`src/rtl/ucsbece154b_perf_pkg.sv`:
```
// Shared constants for the dual-issue performance monitor: opcodes, the NOP encoding,
// the counter select map and the FSM state encoding.
package ucsbece154b_perf_pkg;

  localparam logic [6:0]  OP_BRANCH    = 7'b1100011;
  localparam logic [6:0]  OP_JAL       = 7'b1101111;
  localparam logic [6:0]  OP_JALR      = 7'b1100111;
  localparam logic [31:0] DEF_NOP_WORD = 32'h00000013;

  typedef enum logic [2:0] {
    SEL_CYCLE  = 3'd0,
    SEL_INSTR  = 3'd1,
    SEL_BRANCH = 3'd2,
    SEL_BMISS  = 3'd3,
    SEL_JUMP   = 3'd4,
    SEL_JMISS  = 3'd5,
    SEL_SLOT2  = 3'd6,
    SEL_DUAL   = 3'd7
  } sel_e;

  typedef enum logic [1:0] {
    ST_IDLE = 2'd0,
    ST_RUN  = 2'd1,
    ST_DONE = 2'd2
  } state_e;

  // A decode slot carries real work unless it holds a bubble (all zeros) or the canonical NOP.
  function automatic logic is_real_instr(input logic [31:0] instr, input logic [31:0] nop);
    return (instr != 32'd0) && (instr != nop);
  endfunction

endpackage

```
`src/rtl/ucsbece154b_sat_counter.sv`:
```
// Saturating event counter: adds 0..2 per cycle, sticks at all-ones, synchronous clear.
module ucsbece154b_sat_counter #(
  parameter int W = 32
) (
  input  logic         clk,
  input  logic         reset,
  input  logic         clr,
  input  logic [1:0]   inc,
  output logic [W-1:0] cnt
);

  logic [W-1:0] cnt_q, cnt_d;
  logic [W:0]   sum;

  always_comb begin
    sum   = {1'b0, cnt_q} + {{(W-1){1'b0}}, inc};
    cnt_d = sum[W] ? {W{1'b1}} : sum[W-1:0];
    if (clr) cnt_d = '0;
  end

  always_ff @(posedge clk or posedge reset) begin
    if (reset) cnt_q <= '0;
    else       cnt_q <= cnt_d;
  end

  assign cnt = cnt_q;

endmodule

```
`src/rtl/ucsbece154b_perf_monitor.sv`:
```
// Performance monitor for the dual-issue core: event counters, halt/timeout detection and
// a registered read port. Optional PERF_SLOT_SPLIT_EN adds slot-2 and dual-issue counters.
module ucsbece154b_perf_monitor
  import ucsbece154b_perf_pkg::*;
#(
  parameter int          CNT_W      = 32,
  parameter int          MAX_CYCLES = 500,
  parameter logic [31:0] NOP_WORD   = DEF_NOP_WORD
) (
  input  logic             clk,
  input  logic             reset,
  input  logic             en_i,
  input  logic             clear_i,
  input  logic             stall_i,
  input  logic [31:0]      InstrD_i,
  input  logic [31:0]      InstrD2_i,
  input  logic [6:0]       opE_i,
  input  logic [6:0]       opE2_i,
  input  logic             Mispredict_i,
  input  logic             Mispredict2_i,
  input  logic             BranchTakenF_i,
  input  logic             BranchTakenF2_i,
  input  logic [31:0]      PCF_i,
  input  logic [31:0]      PCF2_i,
  input  logic [31:0]      InstrF_i,
  input  logic [31:0]      InstrF2_i,
  input  logic [2:0]       sel_i,
  output logic [CNT_W-1:0] rdata_o,
  output logic             done_o,
  output logic             timeout_o
);

  state_e           state_q, state_d;
  logic             timeout_q, timeout_d;
  logic [31:0]      prev_pc1_q, prev_pc1_d, prev_pc2_q, prev_pc2_d;
  logic             prev_valid_q, prev_valid_d;
  logic [CNT_W-1:0] rdata_q;

  logic             run, halt, limit;
  logic             q1, q2, br1, br2, jmp1, jmp2;
  logic [1:0]       inc_w [6];
  logic [CNT_W-1:0] cnt_w [8];

  assign run   = (state_q == ST_RUN);
  assign q1    = is_real_instr(InstrD_i,  NOP_WORD) && !stall_i;
  assign q2    = is_real_instr(InstrD2_i, NOP_WORD) && !stall_i;
  assign br1   = (opE_i  == OP_BRANCH);
  assign br2   = (opE2_i == OP_BRANCH);
  assign jmp1  = (opE_i  == OP_JAL) || (opE_i  == OP_JALR);
  assign jmp2  = (opE2_i == OP_JAL) || (opE2_i == OP_JALR);
  assign limit = (cnt_w[SEL_CYCLE] == CNT_W'(MAX_CYCLES - 1));

  // Both fetch slots parked on the same PC and fetching NOPs means the program spins on halt.
  assign halt = prev_valid_q
             && (PCF_i  == prev_pc1_q) && (InstrF_i  == NOP_WORD)
             && (PCF2_i == prev_pc2_q) && (InstrF2_i == NOP_WORD);

  always_comb begin
    for (int i = 0; i < 6; i++) inc_w[i] = 2'd0;
    if (run) begin
      inc_w[SEL_CYCLE]  = 2'd1;
      inc_w[SEL_INSTR]  = {1'b0, q1} + {1'b0, q2};
      inc_w[SEL_BRANCH] = {1'b0, br1} + {1'b0, br2};
      inc_w[SEL_BMISS]  = {1'b0, br1 && Mispredict_i} + {1'b0, br2 && Mispredict2_i};
      inc_w[SEL_JUMP]   = {1'b0, jmp1} + {1'b0, jmp2};
      inc_w[SEL_JMISS]  = {1'b0, jmp1 && !BranchTakenF_i} + {1'b0, jmp2 && !BranchTakenF2_i};
    end
  end

  for (genvar gi = 0; gi < 6; gi++) begin : g_cnt
    ucsbece154b_sat_counter #(.W(CNT_W)) u_cnt (
      .clk   (clk),
      .reset (reset),
      .clr   (clear_i),
      .inc   (inc_w[gi]),
      .cnt   (cnt_w[gi])
    );
  end

`ifdef PERF_SLOT_SPLIT_EN
  logic [1:0] inc_slot2, inc_dual;
  assign inc_slot2 = {1'b0, run && q2};
  assign inc_dual  = {1'b0, run && q1 && q2};

  ucsbece154b_sat_counter #(.W(CNT_W)) u_cnt_slot2 (
    .clk (clk), .reset (reset), .clr (clear_i), .inc (inc_slot2), .cnt (cnt_w[SEL_SLOT2])
  );
  ucsbece154b_sat_counter #(.W(CNT_W)) u_cnt_dual (
    .clk (clk), .reset (reset), .clr (clear_i), .inc (inc_dual), .cnt (cnt_w[SEL_DUAL])
  );
`else
  assign cnt_w[SEL_SLOT2] = '0;
  assign cnt_w[SEL_DUAL]  = '0;
`endif

  // FSM: state register
  always_ff @(posedge clk or posedge reset) begin
    if (reset) begin
      state_q   <= ST_IDLE;
      timeout_q <= 1'b0;
    end else begin
      state_q   <= state_d;
      timeout_q <= timeout_d;
    end
  end

  // FSM: next state; clear overrides a simultaneous halt or timeout
  always_comb begin
    state_d   = state_q;
    timeout_d = timeout_q;
    case (state_q)
      ST_IDLE: if (en_i) state_d = ST_RUN;
      ST_RUN: begin
        if (halt || limit) state_d = ST_DONE;
        if (limit) timeout_d = 1'b1;
      end
      ST_DONE: state_d = ST_DONE;
      default: state_d = ST_IDLE;
    endcase
    if (clear_i) begin
      state_d   = ST_IDLE;
      timeout_d = 1'b0;
    end
  end

  // FSM: outputs
  always_comb begin
    done_o    = (state_q == ST_DONE);
    timeout_o = (state_q == ST_DONE) && timeout_q;
  end

  always_comb begin
    prev_pc1_d   = prev_pc1_q;
    prev_pc2_d   = prev_pc2_q;
    prev_valid_d = prev_valid_q;
    if (clear_i) begin
      prev_pc1_d   = '0;
      prev_pc2_d   = '0;
      prev_valid_d = 1'b0;
    end else if (run) begin
      prev_pc1_d   = PCF_i;
      prev_pc2_d   = PCF2_i;
      prev_valid_d = 1'b1;
    end
  end

  always_ff @(posedge clk or posedge reset) begin
    if (reset) begin
      prev_pc1_q   <= '0;
      prev_pc2_q   <= '0;
      prev_valid_q <= 1'b0;
      rdata_q      <= '0;
    end else begin
      prev_pc1_q   <= prev_pc1_d;
      prev_pc2_q   <= prev_pc2_d;
      prev_valid_q <= prev_valid_d;
      rdata_q      <= cnt_w[sel_i];
    end
  end

  assign rdata_o = rdata_q;

endmodule

```
`config.mk`:
```
export PLATFORM = sky130hd
export DESIGN_NAME = ucsbece154b_perf_monitor
export DESIGN_NICKNAME = d
export VERILOG_FILES = /design/src/rtl/ucsbece154b_perf_pkg.sv /design/src/rtl/ucsbece154b_sat_counter.sv /design/src/rtl/ucsbece154b_perf_monitor.sv
export SDC_FILE = /design/constraint.sdc
export NUM_CORES = 1
export LEC_CHECK = 0
export BUFFER_PORTS_ARGS = -buffer_cell sky130_fd_sc_hd__buf_2
export CAP_MARGIN = 10
export CORE_ASPECT_RATIO = 0.5
export CORE_MARGIN = 5
export CORE_UTILIZATION = 62
export DETAILED_ROUTE_END_ITERATION = 10
export PLACE_DENSITY_LB_ADDON = 0.2
export SLEW_MARGIN = 10
export SYNTH_ARGS = -nofsm -noshare
export SYNTH_HDL_FRONTEND = slang
export SYNTH_SLANG_ARGS = --single-unit
```
`constraint.sdc`:
```
create_clock -name clk -period 26.8 [get_ports clk]
set_input_delay 2.68 -clock clk [delete_from_list [all_inputs] [get_ports clk]]
set_output_delay 2.68 -clock clk [all_outputs]
set_load 0.02 [all_outputs]
```
==> impl_metrics.env <==
export IMPL_cp_end_kind="register"
export IMPL_power_uw=1060
export IMPL_r2r_end="g_cnt[1].u_cnt.cnt[14]"
export IMPL_place_ws_ns=20.09
export IMPL_ff2ff_path_depth=11
export IMPL_cts_setup_buffers=0
export IMPL_finalHoldViolations=0
export IMPL_post_drt_wl_per_cell_um=20.6
export IMPL_coreArea_um2=25500
export IMPL_fin_crit_sh_pct=23.1
export IMPL_first_global_vias=13400
export IMPL_via_count=13600
export IMPL_critical_path_required_ns=27.25
export IMPL_cts_tree="built"
export IMPL_synthCells=1628
export IMPL_grtUsageTotal_pct=29.6
export IMPL_ys_warnings_count=0
export IMPL_final_cell_mix="dfrtp_1 (292), buf_2 (249), a21oi_1 (173), nor2_1 (126), xor2_1 (121)"
export IMPL_syn_area_per_cell_um2=9.97
export IMPL_critPathMostFrequentCell="ha_1"
export IMPL_rrSetupSlack_ns=22.24
export IMPL_power_density_nw_per_um2=56.9
export IMPL_cts_buffers=27
export IMPL_ant_nets=0
export IMPL_cts_max_level=1
export IMPL_cp_buffers_inverters=2
export IMPL_cts_clk_slew_worst_paths_ns=0.06
export IMPL_status="completed"
export IMPL_port_buffers=251
export IMPL_min_path_type="register to register"
export IMPL_place_congestion=0.927
export IMPL_cp_cell_sequence="buf_2 > or4_1 > nor4_1 > a41oi_1 > ha_1 > and2_1 > ha_1 > inv_1 > fa_1 > nor3_1 > and4_1 > nand2_1 > a21oi_1"
export IMPL_synth_edf_count=0
export IMPL_grt_ovfl_total=0
export IMPL_multi_input_area_um2=8250
export IMPL_clock_sinks=292
export IMPL_fill_cells=1838
export IMPL_die_area_um2=29700
export IMPL_setup_tns_final_ns=0
export IMPL_hold_end="timeout_q"
export IMPL_hold_buffers=0
export IMPL_syn_area_um2=16200
export IMPL_antenna_found_initial=7
export IMPL_peakVddDrop_v=0.0000475
export IMPL_min_from="timeout_q"
export IMPL_detailed_place_hpwl_mm=32.7
export IMPL_drt_first_iter_violations=1671
export IMPL_clock_path_buffers=3
export IMPL_fp_dieH_um=124
export IMPL_critPathArrivalTime_ns=6.65
export IMPL_initial_core_util_pct=63.6
export IMPL_reg2reg_from="state_q[1]"
export IMPL_dr_pass1_iters=6
export IMPL_max_freq_mhz=161
export IMPL_leakagePower_uw=0.00828
export IMPL_drv_slew=0
export IMPL_ys_seq_area_share_pct=45.0
export IMPL_slowest_stage="nand2_1"
export IMPL_slew_limit_headroom_pct=18.3
export IMPL_startpoint_type="input pin"
export IMPL_synth_top_flop_cell="dfrtp_1"
export IMPL_max_cap_violations=0
export IMPL_die_w_um=239
export IMPL_crit_path_max_incr_delay_ns=0.59
export IMPL_grt_max_degree=152
export IMPL_clock_latency_ns=0.55
export IMPL_post_route_util_pct=73.0
export IMPL_area_growth_pct=14.7
export IMPL_async_reset_ff_share_pct=100
export IMPL_min_path_cells=2
export IMPL_fin_crit_ns=6.20
export IMPL_drc=0
export IMPL_synth_cell_type_count=63
export IMPL_root_buffer="clkbuf_16"
export IMPL_ys_seq_elements=292
export IMPL_final_common_cell="dfrtp_1"
export IMPL_post_cts_resized=0
export IMPL_ff_latch_area_um2=7310
export IMPL_crit_family="simple AND/OR/NAND/NOR gates"
export IMPL_drive_gt1_share_pct=19.1
export IMPL_io_pins=252
export IMPL_synth_fp_nets=1872
export IMPL_critPathMaxFanout=27
export IMPL_grt_pass1_wl_mm=71.8
export IMPL_post_drt_via_cell_ratio=6.20
export IMPL_grt_setup_unrepaired="false"
export IMPL_worst_pin_slew_ns=1.22
export IMPL_crit_type="input pin to register"
export IMPL_finalSetupViolations=0
export IMPL_nets=2078
export IMPL_fin_worst_skew_ns=0.0211
export IMPL_num_rows=41
export IMPL_layout_setup_ws_ns=20.60
export IMPL_routed_wl_mm=45.3
==> synthesized netlist by cell type, drive strengths merged (9+ instances only) <==
| master | n | area share, % |
|---|---|---|
| mux4 | 32 | 4.4 |
| and2 | 20 | 0.77 |
| nor2 | 126 | 2.9 |
| clkbuf | 63 | 1.5 |
| and4 | 20 | 1.1 |
| xnor2 | 74 | 4.0 |
| and3 | 40 | 1.5 |
| a21oi | 174 | 5.4 |
| nand4 | 45 | 1.7 |
| inv | 92 | 2.1 |
| o22ai | 37 | 1.4 |
| ha | 21 | 1.6 |
| nand2 | 84 | 2.0 |
| mux2i | 103 | 6.4 |
| nand3 | 70 | 2.3 |
| or4 | 11 | 0.58 |
| a31oi | 9 | 0.35 |
| dfrtp | 292 | 45 |
| nor4 | 50 | 2.2 |
| nor3 | 33 | 1.0 |
| buf | 20 | 0.62 |
| xor2 | 121 | 6.5 |
==> kinds of logic after synthesis <==
kind of cell,Yosys count,synth area share (%)
AO/OA/AOI/OAI,262,9.16
XOR/XNOR,195,10.5
adder cells (fa/ha/maj),26,2.24
buffers and inverters,175,4.20
flip-flops,292,45.0
multiplexers,135,10.8
AND/OR/NAND/NOR,543,18.1
==> where the power goes <==
| part | switching [uW] | internal (uW) | leakage (uW) |
|---|---|---|---|
| sequential | 18.5 | 465 | 0.00405 |
| clock | 168 | 233 | 0.000448 |
| combinational | 96.4 | 79.0 | 0.00378 |
==> tightest hold or removal path: cells and delay by family (launching register included) <==
kind            cells  cell delay (ns)
compound gates      1             0.04
simple gates        1             0.07
flops               1             0.34
==> per-stage QoR <==
| step | hold slack, ns | cell area (um2) | cells |
|---|---|---|---|
| finish | 0.491 | 18600 | 2202 |
| global route | 0.540 | 18600 | 2201 |
| CTS | 0.495 | 18600 | 2195 |
| detailed placement | 0.480 | 17700 | 2148 |
| global placement | 0.478 | 17700 | 2148 |
| floorplan | 0.455 | 16200 | 1628 |
==> flip-flops by register name, summed over array words and instances, names as in the netlist <==
signal           cells
rdata_o             32
prev_pc2_q          32
prev_valid_q         1
g_cnt.u_cnt.cnt    192
state_q              2
timeout_q            1
prev_pc1_q          32
==> per-layer routing <==
layer	global-route usage (%)	part of all wire [%]	vias to the layer above
met4	6.24	1.9	4
met3	7.72	9.4	66
met2	46.2	46	585
met5	0	0.077	-
met1	42.3	42	6782
li1	-	-	6211
==> worst max path at each step <==
stage | from | cells past startpoint | to
4_1_cts | InstrD_i[19] | 13 | g_cnt[1].u_cnt.cnt[14]
6_report | InstrD_i[19] | 13 | g_cnt[1].u_cnt.cnt[14]
3_3_place_gp | InstrD_i[19] | 13 | g_cnt[1].u_cnt.cnt[0]
2_1_floorplan | reset | 1 | g_cnt[0].u_cnt.cnt[0]
3_5_place_dp | InstrD_i[19] | 13 | g_cnt[1].u_cnt.cnt[14]
5_1_grt | InstrD_i[11] | 14 | g_cnt[1].u_cnt.cnt[8]
==> final cells by class <==
class / instances / share of cell area (%)
multi-input combinational: 1161 / 44.3
sequential: 292 / 39.3
timing repair buffer: 260 / 7.27
clock buffer: 40 / 4.27
tap: 344 / 2.31
inverter: 92 / 1.90
clock inverter: 7 / 0.592
antenna: 6 / 0.0807
No activity file was read; power rests on OpenSTA's default activity.
